**src/rtl/step_pulse_gen_pkg.sv**
```systemverilog
// Shared definitions for the step/direction pulse generator:
// FSM state encoding, effective-period width and parameter sanity check.
package step_pulse_gen_pkg;

  typedef enum logic [1:0] {
    ST_IDLE   = 2'd0,
    ST_DSETUP = 2'd1,
    ST_HIGH   = 2'd2,
    ST_LOW    = 2'd3
  } state_e;

  // Width of per_q*PRESCALE with no truncation, widened if MIN_PERIOD needs more.
  function automatic int eff_width(input int width_work, input int prescale,
                                   input int min_period);
    int w_scaled;
    int w_min;
    w_scaled = width_work + $clog2(prescale);
    w_min    = $clog2(min_period + 1);
    return (w_scaled > w_min) ? w_scaled : w_min;
  endfunction

  // The LOW phase must be at least as long as the HIGH phase.
  function automatic bit timing_ok(input int min_period, input int pulse_w);
    return min_period >= 2 * pulse_w;
  endfunction

endpackage

```
**src/rtl/step_pulse_gen_if.sv**
```systemverilog
// Command and driver-side signals of the step pulse generator.
// master = regulator/bench side, slave = step_pulse_gen.
interface step_pulse_gen_if #(
  parameter int WIDTH_WORK = 16,
  parameter int POS_W      = 32
);
  logic                  enable;
  logic                  dir_in;
  logic [WIDTH_WORK-1:0] period;
  logic                  pos_clr;
  logic                  drv_step;
  logic                  drv_dir;
  logic                  busy;
  logic [POS_W-1:0]      position;  // two's-complement step count

  modport master (
    output enable, dir_in, period, pos_clr,
    input  drv_step, drv_dir, busy, position
  );

  modport slave (
    input  enable, dir_in, period, pos_clr,
    output drv_step, drv_dir, busy, position
  );
endinterface

```
**src/rtl/step_pulse_gen_period_sync.sv**
```systemverilog
// Two-sample stability capture of the period word coming from the
// data_valid domain: a value is accepted only when seen on two consecutive clocks.
module period_sync #(
  parameter int WIDTH = 16
) (
  input  logic             clk,
  input  logic             rst_n,
  input  logic [WIDTH-1:0] period,
  output logic [WIDTH-1:0] per_q
);

  logic [WIDTH-1:0] cand;

  // NOTE: clocked state uses non-blocking (<=) so every flop samples pre-edge values.
  always_ff @(posedge clk or negedge rst_n) begin
    if (!rst_n) begin
      cand  <= '0;
      per_q <= '0;
    end else begin
      cand <= period;
      if (period == cand) per_q <= period;
    end
  end

endmodule

```
**src/rtl/step_pulse_gen.sv**
```systemverilog
// Step/direction pulse generator: enforces step pulse width, direction setup
// and minimum spacing, and keeps a signed position count of issued steps.
module step_pulse_gen
  import step_pulse_gen_pkg::*;
#(
  parameter int WIDTH_WORK = 16,
  parameter int PRESCALE   = 8,
  parameter int PULSE_W    = 100,
  parameter int DIR_SETUP  = 250,
  parameter int MIN_PERIOD = 200,
  parameter int POS_W      = 32
) (
  input logic               clk,
  input logic               rst_n,
  step_pulse_gen_if.slave   bus
);

  localparam int EFF_W   = eff_width(WIDTH_WORK, PRESCALE, MIN_PERIOD);
  localparam int SETUP_W = $clog2(DIR_SETUP + 1);
  localparam int CNT_W   = (EFF_W > SETUP_W) ? EFF_W : SETUP_W;

  if (!timing_ok(MIN_PERIOD, PULSE_W)) begin : g_bad_timing
    $error("step_pulse_gen: MIN_PERIOD must be at least 2*PULSE_W");
  end

  logic [WIDTH_WORK-1:0] per_q;
  logic [EFF_W-1:0]      scaled;
  logic [EFF_W-1:0]      eff_now;
  logic [EFF_W-1:0]      eff_q;
  state_e                state, state_next;
  logic [CNT_W-1:0]      cnt, cnt_next;
  logic                  dir_q, dir_next;
  logic                  step_entry;
  logic                  step_q;
  logic                  busy_q;
  logic [POS_W-1:0]      pos_q;

  period_sync #(.WIDTH(WIDTH_WORK)) u_period_sync (
    .clk    (clk),
    .rst_n  (rst_n),
    .period (bus.period),
    .per_q  (per_q)
  );

  assign scaled  = EFF_W'(per_q) * EFF_W'(PRESCALE);
  assign eff_now = (scaled < EFF_W'(MIN_PERIOD)) ? EFF_W'(MIN_PERIOD) : scaled;

  // Each phase loads its length minus one and leaves when the counter hits zero.
  // NOTE: every always_comb output gets a default first so no path infers a latch.
  always_comb begin
    state_next = state;
    cnt_next   = cnt;
    dir_next   = dir_q;
    case (state)
      ST_IDLE: begin
        cnt_next = '0;
        if (bus.enable && per_q != '0) begin
          state_next = ST_DSETUP;
          cnt_next   = CNT_W'(DIR_SETUP - 1);
          dir_next   = bus.dir_in;
        end
      end
      ST_DSETUP: begin
        if (!bus.enable) begin
          state_next = ST_IDLE;
          cnt_next   = '0;
        end else if (cnt == '0) begin
          state_next = ST_HIGH;
          cnt_next   = CNT_W'(PULSE_W - 1);
        end else begin
          cnt_next = cnt - CNT_W'(1);
        end
      end
      ST_HIGH: begin
        // The pulse always runs to completion, whatever enable or dir_in do.
        if (cnt == '0) begin
          state_next = ST_LOW;
          cnt_next   = CNT_W'(eff_q) - CNT_W'(PULSE_W + 1);
        end else begin
          cnt_next = cnt - CNT_W'(1);
        end
      end
      ST_LOW: begin
        if (cnt != '0) begin
          cnt_next = cnt - CNT_W'(1);
        end else if (!bus.enable || per_q == '0) begin
          state_next = ST_IDLE;
        end else if (bus.dir_in != dir_q) begin
          state_next = ST_DSETUP;
          cnt_next   = CNT_W'(DIR_SETUP - 1);
          dir_next   = bus.dir_in;
        end else begin
          state_next = ST_HIGH;
          cnt_next   = CNT_W'(PULSE_W - 1);
        end
      end
      default: begin
        state_next = ST_IDLE;
        cnt_next   = '0;
      end
    endcase
  end

  assign step_entry = (state_next == ST_HIGH) && (state != ST_HIGH);

  always_ff @(posedge clk or negedge rst_n) begin
    if (!rst_n) begin
      state <= ST_IDLE;
      cnt   <= '0;
      dir_q <= 1'b0;
    end else begin
      state <= state_next;
      cnt   <= cnt_next;
      dir_q <= dir_next;
    end
  end

  // Outputs are registered from the next state so they switch with the state.
  always_ff @(posedge clk or negedge rst_n) begin
    if (!rst_n) begin
      eff_q  <= '0;
      step_q <= 1'b0;
      busy_q <= 1'b0;
      pos_q  <= '0;
    end else begin
      step_q <= (state_next == ST_HIGH);
      busy_q <= (state_next != ST_IDLE);
      if (step_entry) eff_q <= eff_now;
      if (bus.pos_clr) begin
        pos_q <= '0;
      end else if (step_entry) begin
        pos_q <= dir_q ? pos_q + POS_W'(1) : pos_q - POS_W'(1);
      end
    end
  end

  assign bus.drv_step = step_q;
  assign bus.drv_dir  = dir_q;
  assign bus.busy     = busy_q;
  assign bus.position = pos_q;

endmodule

```
**src/flat_wrapper.sv**
```systemverilog
// flat-port wrapper written by rule: the top's interface ports become plain ports
module step_pulse_gen_flat import step_pulse_gen_pkg::*;
#(
  parameter int WIDTH_WORK = 16,
  parameter int PRESCALE   = 8,
  parameter int PULSE_W    = 100,
  parameter int DIR_SETUP  = 250,
  parameter int MIN_PERIOD = 200,
  parameter int POS_W      = 32
)
  (clk, rst_n, bus_enable, bus_dir_in, bus_period, bus_pos_clr, bus_drv_step, bus_drv_dir, bus_busy, bus_position);
  step_pulse_gen_if #(.WIDTH_WORK(WIDTH_WORK), .POS_W(POS_W)) bus_i ();
  input logic clk;
  input logic rst_n;
  input wire logic [$bits(bus_i.enable)-1:0] bus_enable;
  input wire logic [$bits(bus_i.dir_in)-1:0] bus_dir_in;
  input wire logic [$bits(bus_i.period)-1:0] bus_period;
  input wire logic [$bits(bus_i.pos_clr)-1:0] bus_pos_clr;
  output wire logic [$bits(bus_i.drv_step)-1:0] bus_drv_step;
  output wire logic [$bits(bus_i.drv_dir)-1:0] bus_drv_dir;
  output wire logic [$bits(bus_i.busy)-1:0] bus_busy;
  output wire logic [$bits(bus_i.position)-1:0] bus_position;
  assign bus_i.enable = bus_enable;
  assign bus_i.dir_in = bus_dir_in;
  assign bus_i.period = bus_period;
  assign bus_i.pos_clr = bus_pos_clr;
  assign bus_drv_step = bus_i.drv_step;
  assign bus_drv_dir = bus_i.drv_dir;
  assign bus_busy = bus_i.busy;
  assign bus_position = bus_i.position;
  step_pulse_gen #(.WIDTH_WORK(WIDTH_WORK), .PRESCALE(PRESCALE), .PULSE_W(PULSE_W), .DIR_SETUP(DIR_SETUP), .MIN_PERIOD(MIN_PERIOD), .POS_W(POS_W)) u_core (.clk(clk), .rst_n(rst_n), .bus(bus_i));
endmodule
```
**config.mk**
```make
export PLATFORM = sky130hd
export DESIGN_NAME = step_pulse_gen_flat
export DESIGN_NICKNAME = d
export VERILOG_FILES = /design/src/rtl/step_pulse_gen_pkg.sv /design/src/rtl/step_pulse_gen_if.sv /design/src/rtl/step_pulse_gen_period_sync.sv /design/src/rtl/step_pulse_gen.sv /design/src/flat_wrapper.sv
export SDC_FILE = /design/constraint.sdc
export NUM_CORES = 1
export LEC_CHECK = 0
export ABC_AREA = 1
export CORE_MARGIN = 2
export CORE_UTILIZATION = 25
export CTS_BUF_LIST = sky130_fd_sc_hd__clkbuf_16
export DETAILED_ROUTE_END_ITERATION = 8
export PLACE_DENSITY = 0.53
export SYNTH_ARGS = -nofsm -noshare
export SYNTH_HDL_FRONTEND = slang
export SYNTH_SLANG_ARGS = --single-unit
```
**constraint.sdc**
```tcl
create_clock -name clk -period 2.3 [get_ports clk]
set_input_delay 0.23 -clock clk [delete_from_list [all_inputs] [get_ports clk]]
set_output_delay 0.23 -clock clk [all_outputs]
set_load 0.02 [all_outputs]
```
# --- Word level (Yosys, flattened, before mapping) ---
# Index checks and enable logic that the tools add are counted.
word_totals:
  memories: 0
  regBits: 107
  output_inout_bits: 35
  ramBits: 0
  rom_bits: 0
  latch_bits: 0
classes:
  div_mod_pow: 0
  muxes: 25
  n_bitwise: 0
  order_cmp: 1
  reduce_logical: 13
  n_eq_ne: 12
  multipliers: 0
  n_shift: 0
  add_sub_neg: 4
ops:
  columns: ["cell", "count"]
  rows:
  - ["$mux 19", 6]
  - ["$mux 32", 3]
  - ["$pmux 19 s4", 1]
  - ["$add 32x1->32 const B", 1]
  - ["$sub 32x1->32 const B", 1]
  - ["$logic_not 19->1", 1]
  - ["$lt 19x8->1 const B", 1]
  - ["$reduce_bool 19->1", 1]
  - ["$sub 19x1->19 const B", 1]
  - ["$sub 19x7->19 const B", 1]
  - ["$eq 16x16->1", 1]
  - ["$logic_not 16->1", 1]
  - ["$mux 8", 2]
  - ["$reduce_bool 16->1", 1]
  - ["$mux 2", 7]
  - ["$pmux 2 s4", 1]
  - ["$eq 2x2->1 const B", 3]
  - ["$ne 2x2->1 const B", 3]
  - ["$reduce_bool 2->1", 3]
  - ["$reduce_and 5->1", 1]
  - ["$mux 1", 4]
  - ["$ne 2x1->1 const B", 2]
  - ["$ne 3x2->1 const B", 1]
  - ["$eq 2x1->1 const B", 1]
  - ["other kinds (6)", 7]

# --- Longest topological paths before layout ---
# Gate-level depths: netlist of the first run.
logic_depth:
  depth_word: 9
  depth_mapped: 16

# --- Hierarchy ---
# Synthesis of the first run repeated with hierarchy kept, for this count alone.
unflattened:
  cells_unflattened: 1157
  area_unflattened_um2: 7823.8
modules_own_cells:
  columns: ["module", "area_per_inst_um2", "n_inst", "cells_each"]
  rows:
  - ["step_pulse_gen", 6443.7, 1, 986]
  - ["period_sync", 1380.1, 1, 171]

# --- Least setup slack after synthesis of the first run ---
# No wires, ideal clock.
synth_timing:
  path_type: "flip-flop to flip-flop"
  startpoint: "register u_core.dir_q, in the netlist u_core.bus.drv_dir"
  endpoint: "register u_core.pos_q[31], in the netlist u_core.bus.position[31]"
  path_buffers: 0
  required_ns: 2.182
  arrival_ns: 2.503
  period_less_slack_ns: 2.621
  stages_incl_launch_ff: 15
  path_slack_ns: -0.321
  cell_sequence: "dfrtp_1 > inv_1 > ha_1 > or2_2 > and2_1 > nand2_1 > nand2_1 > nand2_1 > nand2_1 > nand2_1 > nand2_1 > nand2_1 > nand2_1 > nand4_1 > nand2_1"
synth_between:
  elab_chain_len: 8
  elab_cells_between_ends: 11
  classes_between: "eq/ne (2); mux (7); reduce/logical (2)"
synth_lines:
  columns: ["item", "line_no", "text"]
  rows:
  - ["from (decl)", "step_pulse_gen.sv:32", "logic dir_q, dir_next;"]
  - ["from (signal assigned)", "step_pulse_gen.sv:114", "dir_q <= dir_next;"]
  - ["$ne 1x1->1", "step_pulse_gen.sv:88", "end else if (bus.dir_in != dir_q) begin"]
  - ["$mux 2", "step_pulse_gen.sv:88", null]
  - ["$mux 2", "step_pulse_gen.sv:86", "end else if (!bus.enable || per_q == '0) begin"]
  - ["$mux 2", "step_pulse_gen.sv:84", "if (cnt != '0) begin"]
  - ["$pmux 2 s4", "step_pulse_gen.sv:54", "case (state)"]
  - ["$eq 2x2->1", "step_pulse_gen.sv:104", "assign step_entry = (state_next == ST_HIGH) && (state != ST_HIGH);"]
  - ["$logic_and 1x1->1", "step_pulse_gen.sv:104", null]
  - ["$reduce_bool 2->1 (no line)", null, null]
  - ["to (signal assigned)", "step_pulse_gen.sv:132", "pos_q <= dir_q ? pos_q + POS_W'(1) : pos_q - POS_W'(1);"]
  - ["to (decl)", "step_pulse_gen.sv:36", "logic [POS_W-1:0] pos_q;"]
# Parallel ways exist; a longest one is shown, timed or not. The select of a mux whose other input is x is not followed.
# A chain may end at the register's enable or synchronous reset.

# --- Worst setup path after layout of the first run ---
layout_timing:
  startpoint: "register u_core.dir_q, in the netlist u_core.bus.drv_dir"
  endpoint: "register u_core.pos_q[27], in the netlist u_core.bus.position[27]"
# Same word-level chain as after synthesis.

==> summary by stage, run 1 <==
GRT
The number of global-route vias before repair is 6783. For this run, the total global-route usage over all layers was measured as 0.1359. The initial antenna violation count is 0.

The total congestion overflow is 0. Entering global routing, the biggest net connects 47 pins. The wire length of the first global-routing pass is 34360 um.

Die
The effective utilization at floorplan is 0.2526. The vertical die dimension is 176.6 um. The number of I/O pins is 56.

In this run the standard cell core region covers 0.02948 mm2. The count of standard-cell rows is 63. The total die area is 0.03119 mm2. The die is 176.6 um wide.

Worst setup path
STA classifies the critical path startpoint as a flip-flop. The slowest stage of the critical path is the dfrtp_2 cell. The largest stage delay on the critical path is 400 ps. The worst path required time is 2550 ps.

The endpoint type of the worst setup path is a flip-flop. The worst register-to-register path begins at u_core.bus.drv_dir. The critical path in this run is classified as reg2reg. The minimum setup slack among reg-to-reg paths is 50 ps. Among cell families on the critical path, the largest total delay comes from simple AND/OR/NAND/NOR gates. Of all nets on the critical path, the largest fanout is 17. The data arrival time of the critical path is 2510 ps. The count of cells along the worst register-to-register path is 14. The worst reg2reg path endpoint is u_core.bus.position[27]. Walking the worst path, the cells encountered are clkinvlp_4 > buf_12 > ha_4 > nand2_2 > nor2_1 > nand2_1 > nor3_1 > nand2_1 > nand2_1 > nand2_1 > nand2_1 > inv_1 > nand4_1 > nand2_1. Counting both buffers and inverters, the worst setup path holds a total of 3. The dominant cell type by count on the critical path is nand2_1.

Placement
The worst setup slack after placement is -58.08 ps. Detailed placement ended at an HPWL of 15830 um. Buffers placed on the I/O ports in this run total 55.

The global placer's final weighted congestion is 0.9136.

Logic synthesis
The net count after synthesis is 1104. Synthesis instantiated 43 different standard cells from the library. Counting flops with an async set or reset pin after synthesis yields a share of 1.000.

In this run the cell area of the synthesized design comes to 0.007447 mm2. Synthesis produced 1046 cells. The sequential share of the synthesized area is 0.3495. The count of synthesis-stage warnings from yosys is 0. After synthesis the netlist holds a flip-flop and latch count of 104.

The number of synthesized flops with an enable pin is 0. For this run, the leading register cell type out of synthesis is dfrtp_1. The mean post-synth cell area is 7.120 um2.

Power
The largest vdd supply drop is 370.3 uV. The final total power is 8.134 mW. The share of total power in the clock network is 0.201.

The switching power of the nets is 3.588 mW. The proportion of power drawn by flip-flops and latches is 0.281. The leakage power is 4.752 nW. Of the total power, the share spent switching nets is 0.4411. The power density over the cells is 843.9 mW/mm2. Internal power comes to 4.546 mW. The relative contribution of combinational cells to total power is 0.518.

STA
Hold is met by 372.0 ps. The number of hold-slack violations in the final timing report was 0. The worst clock skew on the final layout is 11.38 ps. The peak clock frequency supported by timing is 443.8 MHz. Setup violations remaining at the end of the flow were counted as 0.

The worst path setup slack after routing is 46.67 ps. The worst slew slack as a fraction of its limit is 0.6001. The number of max-slew violations in the final report came to 0. For the finished layout, the period the worst path requires is 2253 ps.

Setup repair after global routing could not meet its margin everywhere. The worst-margin pin slew is 599.8 ps. In the finished design, the share of the clock period the worst path needs comes to 0.9797.

Clock network
Clock tree synthesis inserted a total of 9 buffers. For the worst-skew pair, the clock arrives at the later sink with an insertion delay of 370 ps. The cell at the root of the clock tree is clkbuf_16. The H-tree depth reported by CTS is 3. The maximum root-to-sink buffer count is 2.

CTS saw 104 sinks. Clock-pin slew was measured on the worst setup and hold paths at 90 ps. TritonCTS built the clock tree.

Cells and area
In the final layout, the share of cells above drive strength 1 is 0.1661. From synthesis to final layout, the design area changed by 29.42%. In the final layout, the multi-input gates occupy 0.004687 mm2.

The area taken by flip-flops and latches is 0.002604 mm2. The final layout contains 1191 nets. The count of fill cells added during filler insertion is 3196. The antenna cell count is 0.

Outcome
The run finished with clean final reports.

Route
Once detail routing completed, the nets flagged for antenna violations numbered 0. Dividing the detail-routed wire length by the instance count gives 13.99 um. The per-cell via count in the routed design is 4.518. The number of remaining DRC errors is 0. The first detailed-routing pass took 5 iterations. The total number of vias is 6904. After detailed routing, the total wire length is 21380 um. The detailed router's first-iteration violation count is 430.

Min path
The destination of the worst hold path is u_core.u_period_sync.cand[0]. The hold-critical path depth is 1. The startpoint of the tightest hold check path is bus_period[0]. The path class of the tightest hold or removal check is in2reg.

Run
The number of max-cap violations is 0.
## stage by stage
stage | TNS, ps | cells | util | area, um2
after global placement | -81.16 | 1505 | 0.2955 | 8712
after floorplan | -2022 | 1046 | - | 7480
after CTS | -59.23 | 1522 | 0.3102 | 9145
after detailed placement | -174.1 | 1505 | 0.2955 | 8712
after global routing | -1281 | 1528 | 0.3269 | 9638
final | 0 | 1528 | 0.3269 | 9638
## area by class of cell
type	count	area share
flip-flops and latches	104	0.2702
clock inverters	7	0.008698
clock buffers	9	0.02337
repair buffers	100	0.1036
multi-input cells	772	0.4863
inverters	146	0.05725
well taps	390	0.05063
## cell families after synthesis
logic type | Yosys count | synth area share
buffers and inverters | 170 | 0.09560
xor gates and xnor gates | 53 | 0.06233
DFF | 104 | 0.3495
adders and majority gates | 37 | 0.06317
AOI/OAI and AO/OA | 120 | 0.08804
and+or+nand+nor | 562 | 0.3414
## synthesized netlist by cell type, types with 2 or more instances
cell / number / area share
or2_2: 6 / 0.0050
inv_1: 141 / 0.071
o21ai_1: 14 / 0.0094
and2_1: 2 / 0.0017
nor3b_1: 3 / 0.0030
nand2_2: 4 / 0.0034
o21ai_0: 29 / 0.019
nand3_2: 5 / 0.0067
nor2_1: 101 / 0.051
nor2_8: 2 / 0.0054
nand4_1: 41 / 0.034
and3_1: 2 / 0.0017
buf_1: 2 / 0.0010
o21a_1: 3 / 0.0030
nor4_1: 6 / 0.0050
nand3_4: 2 / 0.0047
xor2_1: 34 / 0.040
o211ai_1: 2 / 0.0020
inv_2: 5 / 0.0025
nor3_1: 13 / 0.0087
a22oi_1: 2 / 0.0020
buf_6: 9 / 0.014
clkbuf_1: 8 / 0.0040
o21bai_1: 6 / 0.0060
a21oi_1: 56 / 0.038
ha_1: 36 / 0.060
nand3_1: 73 / 0.049
xnor2_1: 19 / 0.022
dfrtp_1: 104 / 0.35
nand2_1: 287 / 0.14
a31oi_1: 2 / 0.0017
nor2_2: 3 / 0.0025
buf_2: 5 / 0.0034
nand3b_1: 10 / 0.010
## power groups by stage
stage / Combinational (mW) / Clock (mW) / Sequential (mW)
floorplan: 2.58 / 0 / 2.32
global placement: 3.60 / 0 / 2.32
detailed placement: 3.62 / 0 / 2.32
CTS: 3.75 / 1.67 / 2.28
global route: 4.70 / 1.73 / 2.33
finish: 4.21 / 1.63 / 2.29
## placed cells by master (no fill, tap or decap), drive strengths merged, types with 2 or more instances in the layout
cell             n
inv            147
xor2            34
nor3b            3
clkbuf          11
o21bai           6
a22oi            2
nand2          292
a21oi           57
and3             2
buf             43
or2              6
o21ai           43
nor2           106
o211ai           2
xnor2           19
nor4             6
nand3b          10
clkinvlp         3
a31oi            2
clkinv           3
nand3           80
and2             2
ha              36
nand4           42
dfrtp          104
clkdlybuf4s50   54
nor3            13
o21a             3
## routing by layer
metal  wire, um  GRT usage  vias to the layer above
li1           -          -                     3554
met1      10830     0.1974                     3222
met2       9643     0.2108                      102
met3        583    0.01809                       26
met4        321    0.03650                        0
met5          0          0                        -
## worst register-to-register path, delay by kind of cell, from the launching register on
family	cells	cell delay [ps]
fa+ha+maj	1	340
simple gates	10	1010
buf+inv	3	380
flops	1	400
## timing repair
item                                    CTS  global route
setup buffers                             0             4
endpoints found under the hold margin    34             0
cloned                                    0             2
pin swaps                                 2             4
gates resized for setup                  26            81
hold buffers                              1             0
endpoints found under the setup margin   15            51
## how the worst max path moves through the flow
stage | startpoint | endpoint | slack (ps) | cells after the start
floorplan | u_core.bus.drv_dir | u_core.bus.position[22] | -200 | 14
global placement | u_core.bus.drv_dir | u_core.bus.position[15] | -70 | 15
detailed placement | u_core.bus.drv_dir | u_core.bus.position[15] | -60 | 15
CTS | u_core.bus.drv_dir | u_core.bus.position[14] | -20 | 14
global route | u_core.bus.drv_dir | u_core.bus.position[31] | -120 | 13
finish | u_core.bus.drv_dir | u_core.bus.position[27] | 50 | 14
## registers in the layout, indices dropped and copies added (netlist names), 2 cells and up
name	cells
u_core.u_period_sync.cand	16
u_core.state	2
u_core.cnt	19
u_core.eff_q	16
u_core.u_period_sync.per_q	16
u_core.bus.position	32
Power figures use the tool's default switching activity.
==> run 2, diff against run 1 <==
--- a/config.mk
+++ b/config.mk
@@ -7,10 +7,11 @@
 export LEC_CHECK = 0
 export ABC_AREA = 1
 export CORE_MARGIN = 2
-export CORE_UTILIZATION = 25
+export CORE_UTILIZATION = 54
 export CTS_BUF_LIST = sky130_fd_sc_hd__clkbuf_16
 export DETAILED_ROUTE_END_ITERATION = 8
-export PLACE_DENSITY = 0.53
+export PLACE_DENSITY = 0.88
 export SYNTH_ARGS = -nofsm -noshare
 export SYNTH_HDL_FRONTEND = slang
+export SYNTH_HIERARCHICAL = 1
 export SYNTH_SLANG_ARGS = --single-unit
==> summary by stage, run 2 <==
Clock network
The tree built by TritonCTS fans out to 104 sinks. The clock tree synthesis step divided the H-tree into 3 levels. The clock slew at the register clock pins of the worst setup and hold paths is 80 ps. In this run the deepest clock path goes through 2 buffers. The CTS buffer count is 9. TritonCTS built the clock tree. The cell at the root of the clock tree is clkbuf_16. Clock latency on the worst-skew pair, taken at its later pin, is 370 ps.

Route
For this block, the via count after detailed routing is 7731. Summed over all layers, the routed wires come to 21210 um. Dividing the detail-routed via count by the number of cells gives 5.369. Once detail routing completed, the nets flagged for antenna violations numbered 0. In the routed design, unresolved DRC markers number 0. After detailed routing, the average wire length per cell comes to 14.73 um. The detailed router's first-iteration violation count is 640. Before antenna repair, the detailed router went through 5 iterations.

Logic synthesis
The combinational family with the most area after synthesis is simple AND/OR/NAND/NOR gates. The synthesized netlist contains 40 unique library cells. Of the total synthesized cell area, the portion taken by XOR and XNOR cells is 0.03918. Yosys attributes the largest share of cell area to dfrtp_1 33%, nand2_1 20%, inv_1 8.2%. The compound-cell area share of the yosys netlist was 0.07420. The largest area contributor in the synthesized netlist is dfrtp_1. The mux cell area share after synthesis is 0.

The share of the synthesized area in the top cell type is 0.3326. The gate count after technology mapping is 1157. Of the total synthesized cell area, the portion taken by full adders, half adders and majority gates is 0.05373.

The area share of and/or/nand/nor cells after synthesis is 0.3980. The sequential share of the synthesized area is 0.3326. Synthesis inferred 104 register bits. The dominant register cell in the synthesized netlist is dfrtp_1.

A synthesized cell averages 6.762 um2. Yosys instantiated no cell more often than nand2_1. The cell area after technology mapping is 0.007824 mm2.

Yosys mapped a number of flops with a built-in enable equal to 0. After synthesis, the share of flip-flops with an asynchronous set or reset is 1.000. Synthesis produced a netlist with a net count of 1211. By count the netlist is led by 421 x nand2_1, 170 x inv_1, 126 x nor2_1. During synthesis, Yosys emitted a total of 6 warnings.

GRT
The wire length of the first global-routing pass is 33670 um. The initial antenna violation count is 0. The largest net degree at the start of global routing is 60.

The total routing usage reported by global routing is 0.2642. Summed over all layers, the global routing overflow is 0. The number of global-route vias before repair is 7185.

STA
The minimum period implied by the final worst setup slack is 2381 ps. Setup violations remaining at the end of the flow were counted as 6. The number of max-slew violations in the final report is 0. The worst clock skew on the final layout is 9.516 ps.

The worst slew slack as a fraction of its limit is 0.6827. For this run, the top clock speed supported by timing is 420.1 MHz. Summed over all failing endpoints, the final setup total negative slack is -243.8 ps. The number of hold-slack violations in the final timing report is 0. Setup repair after global routing could not meet its margin everywhere. The worst-margin pin slew is 474.2 ps. Across all setup checks in the final design, the least slack found is -80.67 ps. The final clock period utilization by the worst path is 1.035.

Worst setup path
The maximum fanout count along the critical path is 16. The startpoint class of the critical path is a flip-flop. For the worst setup path, the data arrival time is 2690 ps. The dominant cell type by count on the critical path is nand2_1.

Data on the critical path is required at its endpoint by 2610 ps. The type of the setup path with the least slack is reg2reg. The number of cells on the worst reg-to-reg path is 15. The worst register-to-register path has a setup slack of -80 ps. On the critical path, the stage with the largest delay is an instance of dfrtp_2. Traced cell by cell, the critical path runs through clkinvlp_4 > buf_12 > ha_1 > nand2_1 > inv_1 > nand2_1 > nand3_1 > nand2_1 > nand2_2 > nand2_1 > nand2_1 > nand2_1 > a21oi_1 > nand2_1 > nand2_1.

The largest stage delay on the critical path is 390 ps. The startpoint identified for the worst register-to-register timing path is u_core/bus.drv_dir. The endpoint identified for the worst register-to-register timing path is u_core/bus.position[22]. The endpoint type of the worst setup path is a flip-flop.

Min path
The type of the most critical hold path is in2async.

Placement
Detailed placement ended at an HPWL of 14840 um. OpenSTA, run right after detailed placement, puts the worst setup slack at -370.8 ps. Buffers placed on the I/O ports in this run total 55. At the end of routability-driven placement, the weighted congestion stood at 0.9648.

The placed instances occupy a cell area of 0.008835 mm2.

Cells and area
The number of nets in the finished design is 1309. Of the cells placed in the final design, the portion with a size suffix greater than 1 is 0.1722. The final cell area excluding filler cells is 0.009673 mm2.

The number of antenna diodes in the final layout is 0. After filler insertion, the fill cell instance count of the layout stands at 1086. The most common cell after layout, fill and taps aside is nand2_1. The number of flip-flops in the largest register is 32. In the layout the commonest cells are 406 x nand2_1, 165 x inv_1, 119 x nor2_1. The area added between synthesis and finish is 23.64%.

Die
The effective utilization at floorplan is 0.5572. In this run the count of I/O pins placed on the die edge is 56. The vertical die dimension is 124.4 um. The count of standard-cell rows is 43.

The total die area is 0.01547 mm2. The total core area is 0.01404 mm2. The die is 124.4 um wide.

Outcome
The final reports fail on setup timing. The flow ran to the end, but the final reports show violations.

Power
The power density over the cells is 389.7 mW/mm2. The leakage power is 5.115 nW. The completed layout was analyzed and its total power is 3.769 mW.

The largest vdd supply drop is 325.5 uV.

Run
Max-cap violations in this run came to 0.
## run 2: metrics by stage
step	cells	util	hold slack [ps]
after CTS	1429	0.6554	278.8
after global placement	1412	0.6292	141.7
after detailed placement	1412	0.6292	141.8
final	1440	0.6889	275.5
after global routing	1440	0.6889	310.8
after floorplan	1157	-	-65.59
## run 2: layer usage
metal  GRT usage  wire length, um  vias up
met3     0.04467             1502       62
met1      0.3535             9209     3528
met5           0                0        -
li1            -                -     3809
met2      0.4269             9799      332
met4      0.1064              699        0
## run 2: area by class of cell
cell class | instances | area, um2 | area share
tap | 180 | 225.2 | 0.02328
multi-input combinational | 861 | 4833 | 0.4997
clock buffer | 9 | 225.2 | 0.02328
timing repair buffer | 108 | 1049 | 0.1084
clock inverter | 7 | 91.34 | 0.009443
inverter | 171 | 645.6 | 0.06674
sequential | 104 | 2604 | 0.2692
## run 2: what timing repair did
| item | in CTS | in global routing |
|---|---|---|
| setup endpoints to repair | 22 | 50 |
| setup buffers | 0 | 10 |
| endpoints found under the hold margin | 21 | 0 |
| hold buffers | 1 | 0 |
| cloned | 0 | 1 |
| resized for setup | 11 | 66 |
| pin swaps | 0 | 3 |
## run 2: power breakdown
part	switching, mW	internal [mW]
Combinational	0.162	0.0993
Sequential	0.0158	1.85
Clock	0.853	0.791
Total	1.03	2.74
## run 2: cells by family after synthesis
kind of cell,count (synthesis)
DFF,104
AOI/OAI and AO/OA,96
and+or+nand+nor,697
adders and majority gates,33
buffers and inverters,192
xor gates and xnor gates,35
## run 2: worst max-delay path by stage
stage                  startpoint                      end  slack (ps)  cells past startpoint
2_1_floorplan  u_core/bus.drv_dir  u_core/bus.position[20]        -170                     12
3_3_place_gp   u_core/bus.drv_dir  u_core/bus.position[20]        -430                     14
3_5_place_dp   u_core/bus.drv_dir  u_core/bus.position[20]        -370                     11
4_1_cts        u_core/bus.drv_dir  u_core/bus.position[20]          -9                     14
5_1_grt        u_core/bus.drv_dir  u_core/bus.position[29]        -210                     15
6_report       u_core/bus.drv_dir  u_core/bus.position[22]         -80                     15
## run 2: critical path, delay by kind of cell (launching register included)
kind	cells	cell delay [ps]
compound gates	1	150
simple gates	10	980
flops	1	390
fa+ha+maj	1	370
buf+inv	3	410
==> run 3, diff against run 2 <==
--- a/config.mk
+++ b/config.mk
@@ -10,7 +10,8 @@
 export CORE_UTILIZATION = 54
 export CTS_BUF_LIST = sky130_fd_sc_hd__clkbuf_16
 export DETAILED_ROUTE_END_ITERATION = 8
-export PLACE_DENSITY = 0.88
+export PLACE_DENSITY = 0.85
+export SLEW_MARGIN = 30
 export SYNTH_ARGS = -nofsm -noshare
 export SYNTH_HDL_FRONTEND = slang
 export SYNTH_HIERARCHICAL = 1
==> constraint.sdc (replaced) <==
create_clock -name clk -period 2.2 [get_ports clk]
set_input_delay 0.22 -clock clk [delete_from_list [all_inputs] [get_ports clk]]
set_output_delay 0.22 -clock clk [all_outputs]
set_load 0.02 [all_outputs]
==> summary by stage, run 3 (synthesis results as in run 2) <==
Clock network
Counting every sink on the clock net gives 104. TritonCTS built the clock tree. The H-tree was split into 3 levels. At the later pin of the worst-skew pair, clock insertion delay measures 360 ps. The cell at the root of the clock tree is clkbuf_16. In this run the deepest clock path goes through 2 buffers.

Clock tree synthesis inserted a total of 9 buffers. The clock slew at the register clock pins of the worst setup and hold paths is 70 ps.

STA
The worst clock skew on the final layout is 11.62 ps. The peak clock frequency supported by timing is 423.7 MHz. The worst path setup slack after routing is -160.0 ps. The number of max-slew violations in the final report is 0.

The worst hold slack across all endpoints is 387.1 ps. At the pin with the least slew margin, the transition time is 516.1 ps. Of the available clock period, the critical path in the final layout requires 1.073. Counting I/O delays and the setup requirement, the final critical path takes 2360 ps. The number of hold-slack violations in the final timing report came to 0. Setup repair after global routing could not meet its margin everywhere. Setup violations remaining at the end of the flow were counted as 16.

Headroom to the max-slew limit came out at 0.6559.

GRT
Entering global routing, the biggest net connects 44 pins. The total routing usage reported by global routing is 0.2565. The first global-routing pass estimated 33090 um of wire. Global routing finished with a remaining overflow of 0. The initial antenna violation count came to 0. The number of global-route vias before repair was 7076.

Cells and area
Of the cells placed in the final design, the portion with a size suffix greater than 1 is 0.1719. The final non-filler cell total is 1454. The register with the most flip-flops in the layout has 32 of them.

For this run, the share of the core covered by cells in the final layout is 0.6879. In the layout the commonest cells are 408 x nand2_1, 167 x inv_1, 118 x nor2_1. The antenna cell count is 0. From synthesis to final layout, the design area changed by 23.46%. The net count of the finished layout is 1323.

The most common cell after layout, fill and taps aside is nand2_1.

Route
The number of remaining DRC errors is 0. After detailed routing, the number of vias per cell comes to 5.235. The routed design has 20030 um of wire. The number of iterations in the first detailed-routing pass is 6. The routed layout has 7612 vias. The count of antenna-violating nets left after detailed routing is 0. After the first detailed-routing iteration, the DRC count stood at 709. The average wire per cell in the routed design is 13.78 um.

Die
The floorplan step set the die height to 124.4 um. The number of I/O pins is 56. Measured along the x axis, the die boundary spans 124.4 um. The total core area is 0.01404 mm2. The total die area is 0.01547 mm2.

The effective utilization at floorplan is 0.5572. The floorplan has 43 rows.

Placement
The congestion estimate from routability-driven global placement came to 0.9758. The count of input and output buffers is 55. The post-DP HPWL is 14220 um.

Counting tap cells, the placed design contains a total of 1433 instances.

Power
The power density over the cells is 395.7 mW/mm2. The largest vdd supply drop is 397.7 uV. The leakage power is 5.161 nW.

Run
The number of max-cap violations is 0.

Outcome
The checks that failed: setup timing. The run finished, with violations left.

Min path
The type of the most critical hold path is in2async.

Worst setup path
The worst setup path is launched from a flip-flop. By startpoint and endpoint, the worst setup path is classified as reg2reg. Data on the critical path is required at its endpoint by 2490 ps.

At the worst endpoint, the arrival time is 2650 ps. Along the worst path, the maximum fanout reaches 19. The worst setup path is captured at a flip-flop.
## run 3: cell count changes in the layout (fill, tap and decap cells not counted), sizes merged
cell    before  now
inv        174  175
clkinv       3    2
buf         52   66
## run 3: what timing repair did
action                     4_1_cts  5_1_grt
resized for setup               23       39
setup endpoints to repair       29       51
gates cloned                     0        1
pin swaps                        1        1
hold endpoints to repair        33        0
buffers inserted                 0        3
hold buffers                     1        0
## run 3: critical path, cell delays in order (launching register included)
cell and delay [ps]:
dfrtp_2 380, clkinvlp_4 120, buf_12 190, ha_1 370
nand2_1 130, inv_1 90, nand2_1 80, nor2_1 210
buf_4 140, nand3_1 80, nand3_2 120, nor2_1 50
nor3b_1 180, nand2_1 80, nand2_1 50
## run 3: final timing paths
path,from,to,slack [ps],cells past startpoint
min in group clk,bus_period[3],u_core/u_period_sync/cand[3],390,1
hold reg to reg,u_core/u_period_sync/per_q[6],u_core/u_period_sync/per_q[6],510,2
setup reg to reg,u_core/bus.drv_dir,u_core/bus.position[20],-160,14
setup / recovery,u_core/bus.drv_dir,u_core/bus.position[20],-160,14
hold / removal,rst_n,u_core/bus.position[8],390,2
max in group asynchronous,rst_n,u_core/u_period_sync/cand[12],1160,3
## run 3: area by class of cell
class | count | area, um2
Clock buffer | 9 | 225.2
Clock inverter | 7 | 63.81
Fill cell | 1120 | 4383
Inverter | 171 | 645.6
Multi-Input combinational cell | 861 | 4750
Sequential cell | 104 | 2604
Tap cell | 180 | 225.2
Timing Repair Buffer | 122 | 1146
## run 3: metal layers
layer  up-vias  wire, um  global-route usage
li1       3837         -                   -
met1      3491      9161              0.3634
met2       245      9256              0.4108
met3        39      1193             0.03479
met4         0       421             0.07667
met5         -         0                   0
## run 3: power by group
part	switching [mW]	internal [mW]
registers	0.0161	1.93
clock network	0.787	0.797
logic	0.176	0.114
total	0.979	2.84
## run 3: per-stage QoR
| stage | setup WS, ps | setup TNS [ps] | power, mW | area (um2) |
|---|---|---|---|---|
| floorplan | -265.1 | -4344 | 2.100 | 7841 |
| global placement | -70.81 | -204.6 | 2.252 | 9005 |
| detailed placement | -90.68 | -405.5 | 2.262 | 9005 |
| CTS | -43.10 | -145.7 | 3.859 | 9458 |
| global route | -316.1 | -4369 | 3.983 | 9659 |
| finish | -160.0 | -748.8 | 3.822 | 9659 |
